$ cat src/rtl/pong_game_ctrl_if.sv
`timescale 1ns/1ps
// pong_game_ctrl_if: frame/button inputs and position/score outputs of the pong controller.
interface pong_game_ctrl_if;
   localparam int unsigned POS_W   = 16;
   localparam int unsigned SCORE_W = 4;

   logic               frame_tick;
   logic               start;
   logic               l_up;
   logic               l_dn;
   logic               r_up;
   logic               r_dn;
   logic [POS_W-1:0]   paddle_l_y;
   logic [POS_W-1:0]   paddle_r_y;
   logic [POS_W-1:0]   ball_x;
   logic [POS_W-1:0]   ball_y;
   logic [SCORE_W-1:0] score_l;
   logic [SCORE_W-1:0] score_r;
   logic [1:0]         game_state;
   logic               game_over;

   modport master (
      output frame_tick, start, l_up, l_dn, r_up, r_dn,
      input  paddle_l_y, paddle_r_y, ball_x, ball_y, score_l, score_r, game_state, game_over
   );

   modport slave (
      input  frame_tick, start, l_up, l_dn, r_up, r_dn,
      output paddle_l_y, paddle_r_y, ball_x, ball_y, score_l, score_r, game_state, game_over
   );
endinterface

$ cat src/rtl/pong_game_ctrl.sv
`timescale 1ns/1ps
// pong_game_ctrl: match sequencer (IDLE/SERVE/PLAY/SCORE), per-frame paddle moves and ball
// physics with wall/paddle reflection. Define PONG_SPEEDUP_EN to speed the ball up every
// 4th paddle hit (capped at twice the base step); undefined keeps a constant step.
module pong_game_ctrl (
   input  logic            clk,
   input  logic            rst_n,
   pong_game_ctrl_if.slave pong_if
);
   localparam int unsigned POS_W        = 16;
   localparam int unsigned SCORE_W      = 4;
   localparam int unsigned SCREEN_W     = 640;
   localparam int unsigned SCREEN_H     = 480;
   localparam int unsigned PADDLE_X     = 16;
   localparam int unsigned PADDLE_W     = 8;
   localparam int unsigned PADDLE_H     = 64;
   localparam int unsigned BALL_SIZE    = 8;
   localparam int unsigned PADDLE_STEP  = 4;
   localparam int unsigned BALL_STEP    = 2;
   localparam int unsigned SERVE_FRAMES = 60;
   localparam int unsigned WIN_SCORE    = 9;
   localparam int unsigned CNT_W        = $clog2(SERVE_FRAMES + 1);

   localparam logic [POS_W-1:0]   C_SW         = POS_W'(SCREEN_W);
   localparam logic [POS_W-1:0]   C_SH         = POS_W'(SCREEN_H);
   localparam logic [POS_W-1:0]   C_PH         = POS_W'(PADDLE_H);
   localparam logic [POS_W-1:0]   C_BALL       = POS_W'(BALL_SIZE);
   localparam logic [POS_W-1:0]   C_PSTEP      = POS_W'(PADDLE_STEP);
   localparam logic [POS_W-1:0]   C_BSTEP      = POS_W'(BALL_STEP);
   localparam logic [POS_W-1:0]   C_PADDLE_MAX = POS_W'(SCREEN_H - PADDLE_H);
   localparam logic [POS_W-1:0]   C_PADDLE_CTR = POS_W'((SCREEN_H - PADDLE_H) / 2);
   localparam logic [POS_W-1:0]   C_BALL_X0    = POS_W'((SCREEN_W - BALL_SIZE) / 2);
   localparam logic [POS_W-1:0]   C_BALL_Y0    = POS_W'((SCREEN_H - BALL_SIZE) / 2);
   localparam logic [POS_W-1:0]   C_L_FACE     = POS_W'(PADDLE_X + PADDLE_W);
   localparam logic [POS_W-1:0]   C_R_FACE     = POS_W'(SCREEN_W - PADDLE_X - PADDLE_W);
   localparam logic [POS_W-1:0]   C_X_RHIT     = POS_W'(SCREEN_W - PADDLE_X - PADDLE_W - BALL_SIZE);
   localparam logic [POS_W-1:0]   C_Y_MAX      = POS_W'(SCREEN_H - BALL_SIZE);
   localparam logic [SCORE_W-1:0] C_WIN        = SCORE_W'(WIN_SCORE);
   localparam logic [CNT_W-1:0]   C_SERVE      = CNT_W'(SERVE_FRAMES);

   localparam logic [1:0] ST_IDLE  = 2'd0;
   localparam logic [1:0] ST_SERVE = 2'd1;
   localparam logic [1:0] ST_PLAY  = 2'd2;
   localparam logic [1:0] ST_SCORE = 2'd3;

   logic [1:0]         rst_sync_q;
   logic               rst_int_n;
   logic [1:0]         state_q, state_d;
   logic [POS_W-1:0]   pl_q, pl_d, pr_q, pr_d;
   logic [POS_W-1:0]   bx_q, bx_d, by_q, by_d;
   logic [SCORE_W-1:0] sl_q, sl_d, sr_q, sr_d;
   logic               over_q, over_d;
   logic               dir_x_q, dir_x_d;   // 1 = moving right
   logic               dir_y_q, dir_y_d;   // 1 = moving down
   logic [CNT_W-1:0]   cnt_q, cnt_d;
   logic [POS_W-1:0]   step;
   logic               hit_l, hit_r, miss, won;

   // One paddle step with clamping; both or neither button holds position.
   function automatic logic [POS_W-1:0] paddle_next(input logic [POS_W-1:0] y,
                                                    input logic up, input logic dn);
      paddle_next = y;
      if (up && !dn)
         paddle_next = (y < C_PSTEP) ? '0 : y - C_PSTEP;
      else if (dn && !up)
         paddle_next = (y > C_PADDLE_MAX - C_PSTEP) ? C_PADDLE_MAX : y + C_PSTEP;
   endfunction

   // Score increment that saturates at the winning score.
   function automatic logic [SCORE_W-1:0] sat_inc(input logic [SCORE_W-1:0] s);
      sat_inc = (s >= C_WIN) ? C_WIN : s + SCORE_W'(1);
   endfunction

   // Async assert, two-flop synchronized release of the internal reset.
   always_ff @(posedge clk or negedge rst_n) begin
      if (!rst_n) rst_sync_q <= 2'b00;
      else        rst_sync_q <= {rst_sync_q[0], 1'b1};
   end
   assign rst_int_n = rst_sync_q[1];

`ifdef PONG_SPEEDUP_EN
   localparam logic [POS_W-1:0] C_BSTEP_MAX = POS_W'(2 * BALL_STEP);
   logic [1:0]       hit_cnt_q, hit_cnt_d;
   logic [POS_W-1:0] step_q, step_d;
   logic             serve_load;

   assign serve_load = (state_d == ST_SERVE) && (state_q != ST_SERVE);

   // Ball speed restarts on every serve and grows by one pixel per 4 paddle hits.
   always_comb begin
      hit_cnt_d = hit_cnt_q;
      step_d    = step_q;
      if (serve_load) begin
         hit_cnt_d = 2'd0;
         step_d    = C_BSTEP;
      end else if (hit_l || hit_r) begin
         hit_cnt_d = hit_cnt_q + 2'd1;
         if (hit_cnt_q == 2'd3 && step_q < C_BSTEP_MAX) step_d = step_q + POS_W'(1);
      end
   end

   // Speed-up registers.
   always_ff @(posedge clk or negedge rst_int_n) begin
      if (!rst_int_n) begin
         hit_cnt_q <= 2'd0;
         step_q    <= C_BSTEP;
      end else begin
         hit_cnt_q <= hit_cnt_d;
         step_q    <= step_d;
      end
   end
   assign step = step_q;
`else
   assign step = C_BSTEP;
`endif

   // Next-state logic: match sequencing, paddle moves, ball physics and scoring.
   always_comb begin
      state_d = state_q;
      pl_d    = pl_q;
      pr_d    = pr_q;
      bx_d    = bx_q;
      by_d    = by_q;
      sl_d    = sl_q;
      sr_d    = sr_q;
      over_d  = over_q;
      dir_x_d = dir_x_q;
      dir_y_d = dir_y_q;
      cnt_d   = cnt_q;
      hit_l   = 1'b0;
      hit_r   = 1'b0;
      miss    = 1'b0;
      won     = 1'b0;
      case (state_q)
         ST_IDLE: begin
            pl_d = C_PADDLE_CTR;
            pr_d = C_PADDLE_CTR;
            bx_d = C_BALL_X0;
            by_d = C_BALL_Y0;
            if (pong_if.start) begin
               sl_d    = '0;
               sr_d    = '0;
               over_d  = 1'b0;
               dir_x_d = 1'b1;
               dir_y_d = 1'b1;
               cnt_d   = C_SERVE;
               state_d = ST_SERVE;
            end
         end
         ST_SERVE: begin
            bx_d = C_BALL_X0;
            by_d = C_BALL_Y0;
            if (pong_if.frame_tick) begin
               pl_d  = paddle_next(pl_q, pong_if.l_up, pong_if.l_dn);
               pr_d  = paddle_next(pr_q, pong_if.r_up, pong_if.r_dn);
               cnt_d = cnt_q - CNT_W'(1);
               if (cnt_q <= CNT_W'(1)) state_d = ST_PLAY;
            end
         end
         ST_PLAY: begin
            if (pong_if.frame_tick) begin
               pl_d = paddle_next(pl_q, pong_if.l_up, pong_if.l_dn);
               pr_d = paddle_next(pr_q, pong_if.r_up, pong_if.r_dn);
               if (dir_x_q) begin
                  hit_r = (bx_q + C_BALL <= C_R_FACE) && (bx_q + C_BALL + step > C_R_FACE) &&
                          (by_q + C_BALL > pr_q) && (by_q < pr_q + C_PH);
                  miss  = !hit_r && (bx_q + C_BALL + step > C_SW);
               end else begin
                  hit_l = (bx_q >= C_L_FACE) && (bx_q < C_L_FACE + step) &&
                          (by_q + C_BALL > pl_q) && (by_q < pl_q + C_PH);
                  miss  = !hit_l && (bx_q < step);
               end
               if (miss) begin
                  state_d = ST_SCORE;
               end else begin
                  if (hit_l) begin
                     bx_d    = C_L_FACE;
                     dir_x_d = 1'b1;
                  end else if (hit_r) begin
                     bx_d    = C_X_RHIT;
                     dir_x_d = 1'b0;
                  end else if (dir_x_q) begin
                     bx_d = bx_q + step;
                  end else begin
                     bx_d = bx_q - step;
                  end
                  if (!dir_y_q) begin
                     if (by_q < step) begin
                        by_d    = '0;
                        dir_y_d = 1'b1;
                     end else begin
                        by_d = by_q - step;
                     end
                  end else if (by_q + C_BALL + step > C_SH) begin
                     by_d    = C_Y_MAX;
                     dir_y_d = 1'b0;
                  end else begin
                     by_d = by_q + step;
                  end
               end
            end
         end
         ST_SCORE: begin
            // A ball lost while moving right is the left player's point; the direction
            // is kept so the next serve heads toward the player who conceded.
            if (dir_x_q) begin
               sl_d = sat_inc(sl_q);
               won  = (sl_d == C_WIN);
            end else begin
               sr_d = sat_inc(sr_q);
               won  = (sr_d == C_WIN);
            end
            bx_d = C_BALL_X0;
            by_d = C_BALL_Y0;
            if (won) begin
               over_d  = 1'b1;
               pl_d    = C_PADDLE_CTR;
               pr_d    = C_PADDLE_CTR;
               state_d = ST_IDLE;
            end else begin
               cnt_d   = C_SERVE;
               state_d = ST_SERVE;
            end
         end
         default: state_d = ST_IDLE;
      endcase
   end

   // Game state registers.
   always_ff @(posedge clk or negedge rst_int_n) begin
      if (!rst_int_n) begin
         state_q <= ST_IDLE;
         pl_q    <= C_PADDLE_CTR;
         pr_q    <= C_PADDLE_CTR;
         bx_q    <= C_BALL_X0;
         by_q    <= C_BALL_Y0;
         sl_q    <= '0;
         sr_q    <= '0;
         over_q  <= 1'b0;
         dir_x_q <= 1'b1;
         dir_y_q <= 1'b1;
         cnt_q   <= '0;
      end else begin
         state_q <= state_d;
         pl_q    <= pl_d;
         pr_q    <= pr_d;
         bx_q    <= bx_d;
         by_q    <= by_d;
         sl_q    <= sl_d;
         sr_q    <= sr_d;
         over_q  <= over_d;
         dir_x_q <= dir_x_d;
         dir_y_q <= dir_y_d;
         cnt_q   <= cnt_d;
      end
   end

   assign pong_if.paddle_l_y = pl_q;
   assign pong_if.paddle_r_y = pr_q;
   assign pong_if.ball_x     = bx_q;
   assign pong_if.ball_y     = by_q;
   assign pong_if.score_l    = sl_q;
   assign pong_if.score_r    = sr_q;
   assign pong_if.game_state = state_q;
   assign pong_if.game_over  = over_q;
endmodule

$ cat src/flat_wrapper.sv
// flat-port wrapper written by rule: the top's interface ports become plain ports
module pong_game_ctrl_flat 
  (clk, rst_n, pong_if_frame_tick, pong_if_start, pong_if_l_up, pong_if_l_dn, pong_if_r_up, pong_if_r_dn, pong_if_paddle_l_y, pong_if_paddle_r_y, pong_if_ball_x, pong_if_ball_y, pong_if_score_l, pong_if_score_r, pong_if_game_state, pong_if_game_over);
  pong_game_ctrl_if pong_if_i ();
  input  logic clk;
  input  logic rst_n;
  input wire logic [$bits(pong_if_i.frame_tick)-1:0] pong_if_frame_tick;
  input wire logic [$bits(pong_if_i.start)-1:0] pong_if_start;
  input wire logic [$bits(pong_if_i.l_up)-1:0] pong_if_l_up;
  input wire logic [$bits(pong_if_i.l_dn)-1:0] pong_if_l_dn;
  input wire logic [$bits(pong_if_i.r_up)-1:0] pong_if_r_up;
  input wire logic [$bits(pong_if_i.r_dn)-1:0] pong_if_r_dn;
  output wire logic [$bits(pong_if_i.paddle_l_y)-1:0] pong_if_paddle_l_y;
  output wire logic [$bits(pong_if_i.paddle_r_y)-1:0] pong_if_paddle_r_y;
  output wire logic [$bits(pong_if_i.ball_x)-1:0] pong_if_ball_x;
  output wire logic [$bits(pong_if_i.ball_y)-1:0] pong_if_ball_y;
  output wire logic [$bits(pong_if_i.score_l)-1:0] pong_if_score_l;
  output wire logic [$bits(pong_if_i.score_r)-1:0] pong_if_score_r;
  output wire logic [$bits(pong_if_i.game_state)-1:0] pong_if_game_state;
  output wire logic [$bits(pong_if_i.game_over)-1:0] pong_if_game_over;
  assign pong_if_i.frame_tick = pong_if_frame_tick;
  assign pong_if_i.start = pong_if_start;
  assign pong_if_i.l_up = pong_if_l_up;
  assign pong_if_i.l_dn = pong_if_l_dn;
  assign pong_if_i.r_up = pong_if_r_up;
  assign pong_if_i.r_dn = pong_if_r_dn;
  assign pong_if_paddle_l_y = pong_if_i.paddle_l_y;
  assign pong_if_paddle_r_y = pong_if_i.paddle_r_y;
  assign pong_if_ball_x = pong_if_i.ball_x;
  assign pong_if_ball_y = pong_if_i.ball_y;
  assign pong_if_score_l = pong_if_i.score_l;
  assign pong_if_score_r = pong_if_i.score_r;
  assign pong_if_game_state = pong_if_i.game_state;
  assign pong_if_game_over = pong_if_i.game_over;
  pong_game_ctrl u_core (.clk(clk), .rst_n(rst_n), .pong_if(pong_if_i));
endmodule
$ cat config.mk
export PLATFORM = sky130hd
export DESIGN_NAME = pong_game_ctrl_flat
export DESIGN_NICKNAME = d
export VERILOG_FILES = /design/src/rtl/pong_game_ctrl_if.sv /design/src/rtl/pong_game_ctrl.sv /design/src/flat_wrapper.sv
export SDC_FILE = /design/constraint.sdc
export NUM_CORES = 1
export LEC_CHECK = 0
export BUFFER_PORTS_ARGS = -buffer_cell sky130_fd_sc_hd__buf_2
export CORE_MARGIN = 3
export CORE_UTILIZATION = 60
export CTS_BUF_LIST = sky130_fd_sc_hd__clkbuf_16
export DETAILED_ROUTE_END_ITERATION = 8
export PLACE_DENSITY = 0.81
export SYNTH_ARGS = -nofsm -noshare
export SYNTH_HDL_FRONTEND = slang
export SYNTH_SLANG_ARGS = --single-unit
$ cat constraint.sdc
create_clock -name clk -period 4.95 [get_ports clk]
set_input_delay 0.495 -clock clk [delete_from_list [all_inputs] [get_ports clk]]
set_output_delay 0.495 -clock clk [all_outputs]
set_load 0.02 [all_outputs]
==> Word-level counts from Yosys, hierarchy flattened <==
Cells that the tools add are included.
{ "totals": {"out_inout_bits": 75, "reg_bits": 85, "in_bits": 8, "word_cells": 170} }
{ "classes": {"order_cmp": 19, "n_reduce_logical": 34, "add_sub_neg": 17, "n_eq_ne": 19, "n_mux": 69} }
{ "ops": {"columns": ["operator", "count"], "rows": [
  ["two-way mux 16 bit", 21],
  ["one-hot mux 16 bit (3 select lines)", 2],
  ["adder 16 x 2 -> 16 bit (second input constant)", 4],
  ["one-hot mux 16 bit (2 select lines)", 2],
  ["> comparator 16 x 9 -> 1 bit (second input constant)", 3],
  ["adder 16 x 3 -> 16 bit (second input constant)", 2],
  ["adder 16 x 4 -> 16 bit (second input constant)", 2],
  ["adder 16 x 7 -> 16 bit (second input constant)", 2],
  ["> comparator 16 x 10 -> 1 bit (second input constant)", 2],
  ["> comparator 16 bit", 2],
  ["< comparator 16 bit", 2],
  ["< comparator 16 x 2 -> 1 bit (second input constant)", 2],
  ["< comparator 16 x 3 -> 1 bit (second input constant)", 2],
  ["subtractor 16 x 2 -> 16 bit (second input constant)", 2],
  ["subtractor 16 x 3 -> 16 bit (second input constant)", 2],
  ["two-way mux 1 bit", 24],
  ["two-way mux 4 bit", 5],
  ["two-way mux 6 bit", 3],
  ["one-hot mux 6 bit (3 select lines)", 1],
  [">= comparator 16 x 5 -> 1 bit (second input constant)", 1],
  ["less-or-equal comparator 16 x 10 -> 1 bit (second input constant)", 1],
  ["< comparator 16 x 5 -> 1 bit (second input constant)", 1],
  ["one-hot mux 4 bit (2 select lines)", 2],
  ["AND reduction 3 bit", 5],
  ["23 further kinds", 63]
]} }

==> Logic depth before layout (Yosys ltp) <==
{ "depth": {"depth_word": 14, "ltp_mapped": 18, "depth_no_buf": 16} }

==> Least setup slack after synthesis <==
No wires, ideal clock.
{ "synth_timing": {"path_kind": "register -> register", "start": "register u_core.by_q[3] (netlist: u_core.pong_if.ball_y[3])", "end": "register u_core.state_q[1] (netlist: u_core.pong_if.game_state[1])", "path_buffers": 1, "t_required_ns": 4.822, "setup_ns": 0.128, "synth_period_minus_slack_ns": 4.129, "slack_ns": 0.821, "arrival_time_ns": 4.002, "path_stages_with_launch": 17, "path_cell_list": "dfstp_2 -> clkbuf_1 -> nand3_1 -> nor2_1 -> and3_1 -> xor2_1 -> ha_1 -> and3_1 -> nand4_1 -> nor4_1 -> a211oi_1 -> nand4_1 -> or3_1 -> or2_4 -> a41oi_1 -> nand2b_1 -> mux2_1"} }
{ "synth_between": {"elab_chain_len": 11, "word_cells_on_any_way": 18, "classes_between": "1 x add/sub; 4 x order compare; 1 x eq/ne; 3 x mux; 9 x reduce/logical"} }
{ "synth_lines": {"columns": ["element", "line_no", "text"], "rows": [
  ["start: declaration", "pong_game_ctrl.sv:50", "logic [POS_W-1:0] bx_q, bx_d, by_q, by_d;"],
  ["start signal: assignment", "pong_game_ctrl.sv:248", "by_q <= by_d;"],
  ["adder 16 x 4 -> 16 bit", "pong_game_ctrl.sv:166, pong_game_ctrl.sv:170", null],
  ["> comparator 16 bit (on tied branches)", "pong_game_ctrl.sv:170, pong_game_ctrl.sv:166", null],
  ["logical AND 1 bit (on tied branches)", "pong_game_ctrl.sv:169, pong_game_ctrl.sv:165", null],
  ["logical AND 1 bit (on tied branches)", "pong_game_ctrl.sv:170, pong_game_ctrl.sv:166", null],
  ["logical NOT 1 bit (on tied branches)", "pong_game_ctrl.sv:171, pong_game_ctrl.sv:167", null],
  ["logical AND 1 bit (on tied branches)", "pong_game_ctrl.sv:171, pong_game_ctrl.sv:167", null],
  ["two-way mux 1 bit (*)", "pong_game_ctrl.sv:164", "if (dir_x_q) begin"],
  ["two-way mux 1 bit (*)", "pong_game_ctrl.sv:161", "if (pong_if.frame_tick) begin"],
  ["two-way mux 1 bit (*)", "pong_game_ctrl.sv:134", "case (state_q)"],
  ["inequality test 2 x 1 -> 1 bit (no source line) (*)", null, null],
  ["AND reduction 5 bit (no source line) (*)", null, null],
  ["end signal: assignment", "pong_game_ctrl.sv:244", "state_q <= state_d;"],
  ["end: declaration", "pong_game_ctrl.sv:48", "logic [1:0] state_q, state_d;"]
]} }
Mark *: on every way between the ends. The rest lies on a longest branch, timed or not. The select of a mux whose other input is x is not followed.
A chain may end at the register's enable or synchronous reset.

==> Worst setup path after layout <==
{ "layout_timing": {"start": "register u_core.by_q[6] (netlist: u_core.pong_if.ball_y[6])", "end": "register u_core.bx_q[12] (netlist: u_core.pong_if.ball_x[12])"} }
{ "layout_between": {"elab_chain_len": 12, "word_cells_on_any_way": 29, "classes_between": "1 x add/sub; 4 x order compare; 1 x eq/ne; 14 x mux; 9 x reduce/logical"} }
{ "layout_lines": {"columns": ["element", "line_no", "text"], "rows": [
  ["adder 16 x 4 -> 16 bit", "pong_game_ctrl.sv:166, pong_game_ctrl.sv:170", null],
  ["> comparator 16 bit", "pong_game_ctrl.sv:166", "(by_q + C_BALL > pr_q) && (by_q < pr_q + C_PH);"],
  ["logical AND 1 bit", "pong_game_ctrl.sv:165", "hit_r = (bx_q + C_BALL <= C_R_FACE) && (bx_q + C_BALL + step > C_R_FACE) &&"],
  ["logical AND 1 bit", "pong_game_ctrl.sv:166", null],
  ["two-way mux 1 bit", "pong_game_ctrl.sv:164", null],
  ["two-way mux 1 bit", "pong_game_ctrl.sv:161", null],
  ["two-way mux 1 bit", "pong_game_ctrl.sv:134", null],
  ["two-way mux 16 bit", "pong_game_ctrl.sv:179", "end else if (hit_r) begin"],
  ["two-way mux 16 bit", "pong_game_ctrl.sv:176", "if (hit_l) begin"],
  ["two-way mux 16 bit", "pong_game_ctrl.sv:173", "if (miss) begin"],
  ["two-way mux 16 bit", "pong_game_ctrl.sv:161", null],
  ["one-hot mux 16 bit (2 select lines)", "pong_game_ctrl.sv:134", null],
  ["end signal: assignment", "pong_game_ctrl.sv:235", "bx_q <= C_BALL_X0;"],
  ["end signal: assignment", "pong_game_ctrl.sv:247", "bx_q <= bx_d;"],
  ["end: declaration", "pong_game_ctrl.sv:50", null]
]} }
Parallel ways exist; a longest one is shown, timed or not. The select of a mux whose other input is x is not followed.

==> results.json <==
{
  "layout_common_cells": "nand2_1, ha_1, o21ai_0",
  "drtIter0Drc": 918,
  "rsz0062_at_grt": "false",
  "grt_use_total_pct": 32.7,
  "synth_edf_count": 0,
  "numCtsBuffers": 9,
  "final_common_cell": "nand2_1",
  "postSynthAreaPerCell_um2": 7.70,
  "cp_max_fo": 16,
  "cp_slowest_stage_delay_ns": 0.69,
  "setup_violations": 0,
  "status": "finished, final reports clean",
  "synth_top_family_by_area": "compound AO/OA/AOI/OAI gates",
  "hold_depth": 0,
  "clkTransAtPathRegs_ns": 0.06,
  "cp.arrival_ns": 4.83,
  "synth_compound_area_share_pct": 26.7,
  "grt_first_pass_wirelength_mm": 43.6,
  "period_needed_ns": 4.57,
  "die_y_um": 127,
  "io-pin-count": 83,
  "critPathMostFrequentCell": "nand4_1",
  "critPathLaunchType": "flip-flop",
  "ff2ff_setup_slack_ns": 0.38,
  "crit_type": "flip-flop to flip-flop",
  "yosys-top-cells-area": "dfrtp_1, ha_1, dfstp_2",
  "insertion_delay_ns": 0.35,
  "cts_tree": "done",
  "nets": 1274,
  "peakVddDrop_v": 0.000407,
  "fin_crit_sh_pct": 92.3,
  "wl_mm": 26.2,
  "post-synth-top-area-cell": "dfrtp_1",
  "dp_cells": 1344,
  "hold_end": "u_core.rst_sync_q[1]$_DFF_PN0_",
  "grt_pass1_vias": 8477,
  "syn2layout_area_growth_pct": 8.88,
  "worst_slew_pin_slew_ns": 1.07,
  "clock-sinks": 79,
  "ys_seq_area_share_pct": 22.9,
  "rr_worst_depth": 16,
  "clock_path_buffers": 2,
  "critPathCaptureType": "flip-flop",
  "synth_fa_ha_area_share_pct": 12.9,
  "postCtsSetupBuffers": 0,
  "hpwl_mm": 19.7,
  "syn_area_um2": 8710,
  "drive_gt1_share_pct": 12.3,
  "slew_violations": 0,
  "r2r_end": "u_core.pong_if.ball_x[12]$_DFFE_PN0P_",
  "slew_headroom_pct": 29.0,
  "clockRootBuffer": "clkbuf_16",
  "syn_inst": 1132,
  "first_pass_iters": 5,
  "p_per_area_nw_per_um2": 527,
  "final_hold_viol_count": 0,
  "regToRegStartpoint": "u_core.pong_if.ball_y[6]$_DFFE_PN1P_",
  "slowest_stage": "dfstp_2",
  "maxCapViolations": 0,
  "hold_class": "flip-flop to flip-flop",
  "cts.htree.levels": 3,
  "muxShareOfSynthArea_pct": 0.819,
  "grt_max_degree": 78,
  "synth-async-reset-ratio_pct": 100,
  "die_area_um2": 16000,
  "vias": 8986,
  "synthXorXnorAreaFrac_pct": 5.43,
  "ys_types": 81,
  "fin_worst_skew_ns": 0.00929,
  "drt-vias-per-instance": 6.60,
  "rows": 43,
  "drc_errors": 0,
  "ys_ff_latch": 79,
  "antenna_found_initial": 0,
  "core_um2": 14000,
  "synth_top_cell_area_share_pct": 17.5,
  "drtAntennaViolNets": 0,
  "finalNonFillerCells": 1361,
  "fmax_mhz": 219,
  "setup-tns-final_ns": 0,
  "start_util_pct": 62.0,
  "yosys.area_share.simple_pct": 24.5,
  "cp_cell_sequence": "nand4_1, nor4_1, xnor2_1, inv_1, ha_1, and3_1, nand4_1, nor4_1, a211oi_1, nand4_1, or3_1, or2_4, a41oi_4, buf_4, nand2_1, o22ai_1",
  "min_from": "u_core.rst_sync_q[0]$_DFF_PN0_",
  "yosys_warnings": 0,
  "wl_per_cell_um": 19.2,
  "antenna_cells": 0,
  "port_buffers": 76,
  "synthFlopType": "dfrtp_1",
  "gp_congestion": 0.996,
  "power.leakage_nw": 4.20,
  "fp.dieW_um": 127,
  "required_ns": 5.21,
  "overflow": 0
}
## logic make-up (layout without fill, tap and decap cells)
kind of cell,Yosys count,after routing
multiplexers,7,7
adder cells (fa/ha/maj),90,90
flip-flops,79,79
XOR/XNOR,54,54
buffers and inverters,136,180
other,2,7
AO/OA/AOI/OAI,349,349
AND/OR/NAND/NOR,415,415
## stage by stage
stage / hold WS (ns) / util, % / total power [W] / cell area [um2] / setup slack, ns
after global routing: 0.378 / 67.5 / 0.00540 / 9490 / 0.0611
final: 0.351 / 67.5 / 0.00500 / 9490 / 0.383
after global placement: 0.280 / 65.2 / 0.00413 / 9160 / 0.646
after floorplan: 0.199 / - / 0.00338 / 8730 / 0.821
after CTS: 0.353 / 67.5 / 0.00495 / 9490 / 0.473
after detailed placement: 0.281 / 65.2 / 0.00418 / 9160 / 0.482
## report_power, final
| group | switching, W | internal, W | total, W |
|---|---|---|---|
| clock network | 0.000289 | 0.000439 | 0.000729 |
| registers | 0.000341 | 0.000821 | 0.00116 |
| logic | 0.00194 | 0.00117 | 0.00311 |
## final cells by class
class,count,area (um2)
multi-input cells,922,6160
flip-flops and latches,79,2000
well taps,180,225
clock inverters,7,91.3
repair buffers,93,510
fillers,1230,4560
inverters,71,267
clock buffers,9,225
## registers in the layout, summed over array words and instances, names as in the netlist
register,flops
u_core.pong_if.ball_x,15
u_core.pong_if.ball_y,15
u_core.pong_if.paddle_l_y,14
u_core.pong_if.paddle_r_y,14
u_core.cnt_q,6
u_core.pong_if.score_l,4
u_core.pong_if.score_r,4
u_core.pong_if.game_state,2
u_core.rst_sync_q,2
u_core.dir_x_q,1
u_core.dir_y_q,1
u_core.pong_if.game_over,1
## critical path, delay by kind of cell, from the launching register on
kind | cells | cell delay (ns)
flops | 1 | 0.69
buf+inv | 2 | 0.39
fa+ha+maj | 1 | 0.31
xor+xnor | 1 | 0.25
simple gates | 9 | 2.08
compound gates | 3 | 0.72
## how the worst max path moves through the flow
| stage | start | to | slack [ns] | depth (start not counted) |
|---|---|---|---|---|
| floorplan | u_core.pong_if.ball_y[3]$_DFFE_PN1P_ | u_core.pong_if.game_state[1]$_DFFE_PN0P_ | 0.82 | 16 |
| global placement | u_core.pong_if.ball_y[6]$_DFFE_PN1P_ | u_core.pong_if.game_state[1]$_DFFE_PN0P_ | 0.65 | 15 |
| detailed placement | u_core.pong_if.ball_y[6]$_DFFE_PN1P_ | u_core.pong_if.ball_y[12]$_DFFE_PN0P_ | 0.48 | 16 |
| CTS | u_core.pong_if.ball_y[6]$_DFFE_PN1P_ | u_core.pong_if.ball_x[12]$_DFFE_PN0P_ | 0.47 | 16 |
| global route | u_core.pong_if.paddle_l_y[8]$_DFFE_PN0P_ | u_core.pong_if.ball_x[15]$_DFFE_PN0P_ | 0.06 | 15 |
| finish | u_core.pong_if.ball_y[6]$_DFFE_PN1P_ | u_core.pong_if.ball_x[12]$_DFFE_PN0P_ | 0.38 | 16 |
## metal layers
layer | vias up | part of all wire (%) | track usage [%]
li1 | 4273 | - | -
met1 | 4269 | 43 | 44.8
met2 | 384 | 47 | 52.4
met3 | 60 | 6.5 | 3.54
met4 | 0 | 3.5 | 14.6
met5 | - | 0 | 0
## Yosys cell counts (all sizes together), types with 15 or more instances
cell / count
buf: 23
o31ai: 18
o22ai: 15
nand2b: 16
clkbuf: 42
or3: 18
o21ai: 89
xnor2: 43
nor2b: 15
dfrtp: 61
a21o: 19
a31oi: 21
dfstp: 18
ha: 90
and3: 20
inv: 71
nor3: 45
a21oi: 71
nor2: 73
nand4: 23
nand2: 95
nand3: 51
## timing repair
action	4_1_cts	5_1_grt
setup endpoints to repair	0	0
gates resized for setup	0	0
hold endpoints to repair	2	0
hold buffers	1	0
No activity file was read; power rests on OpenSTA's default activity.
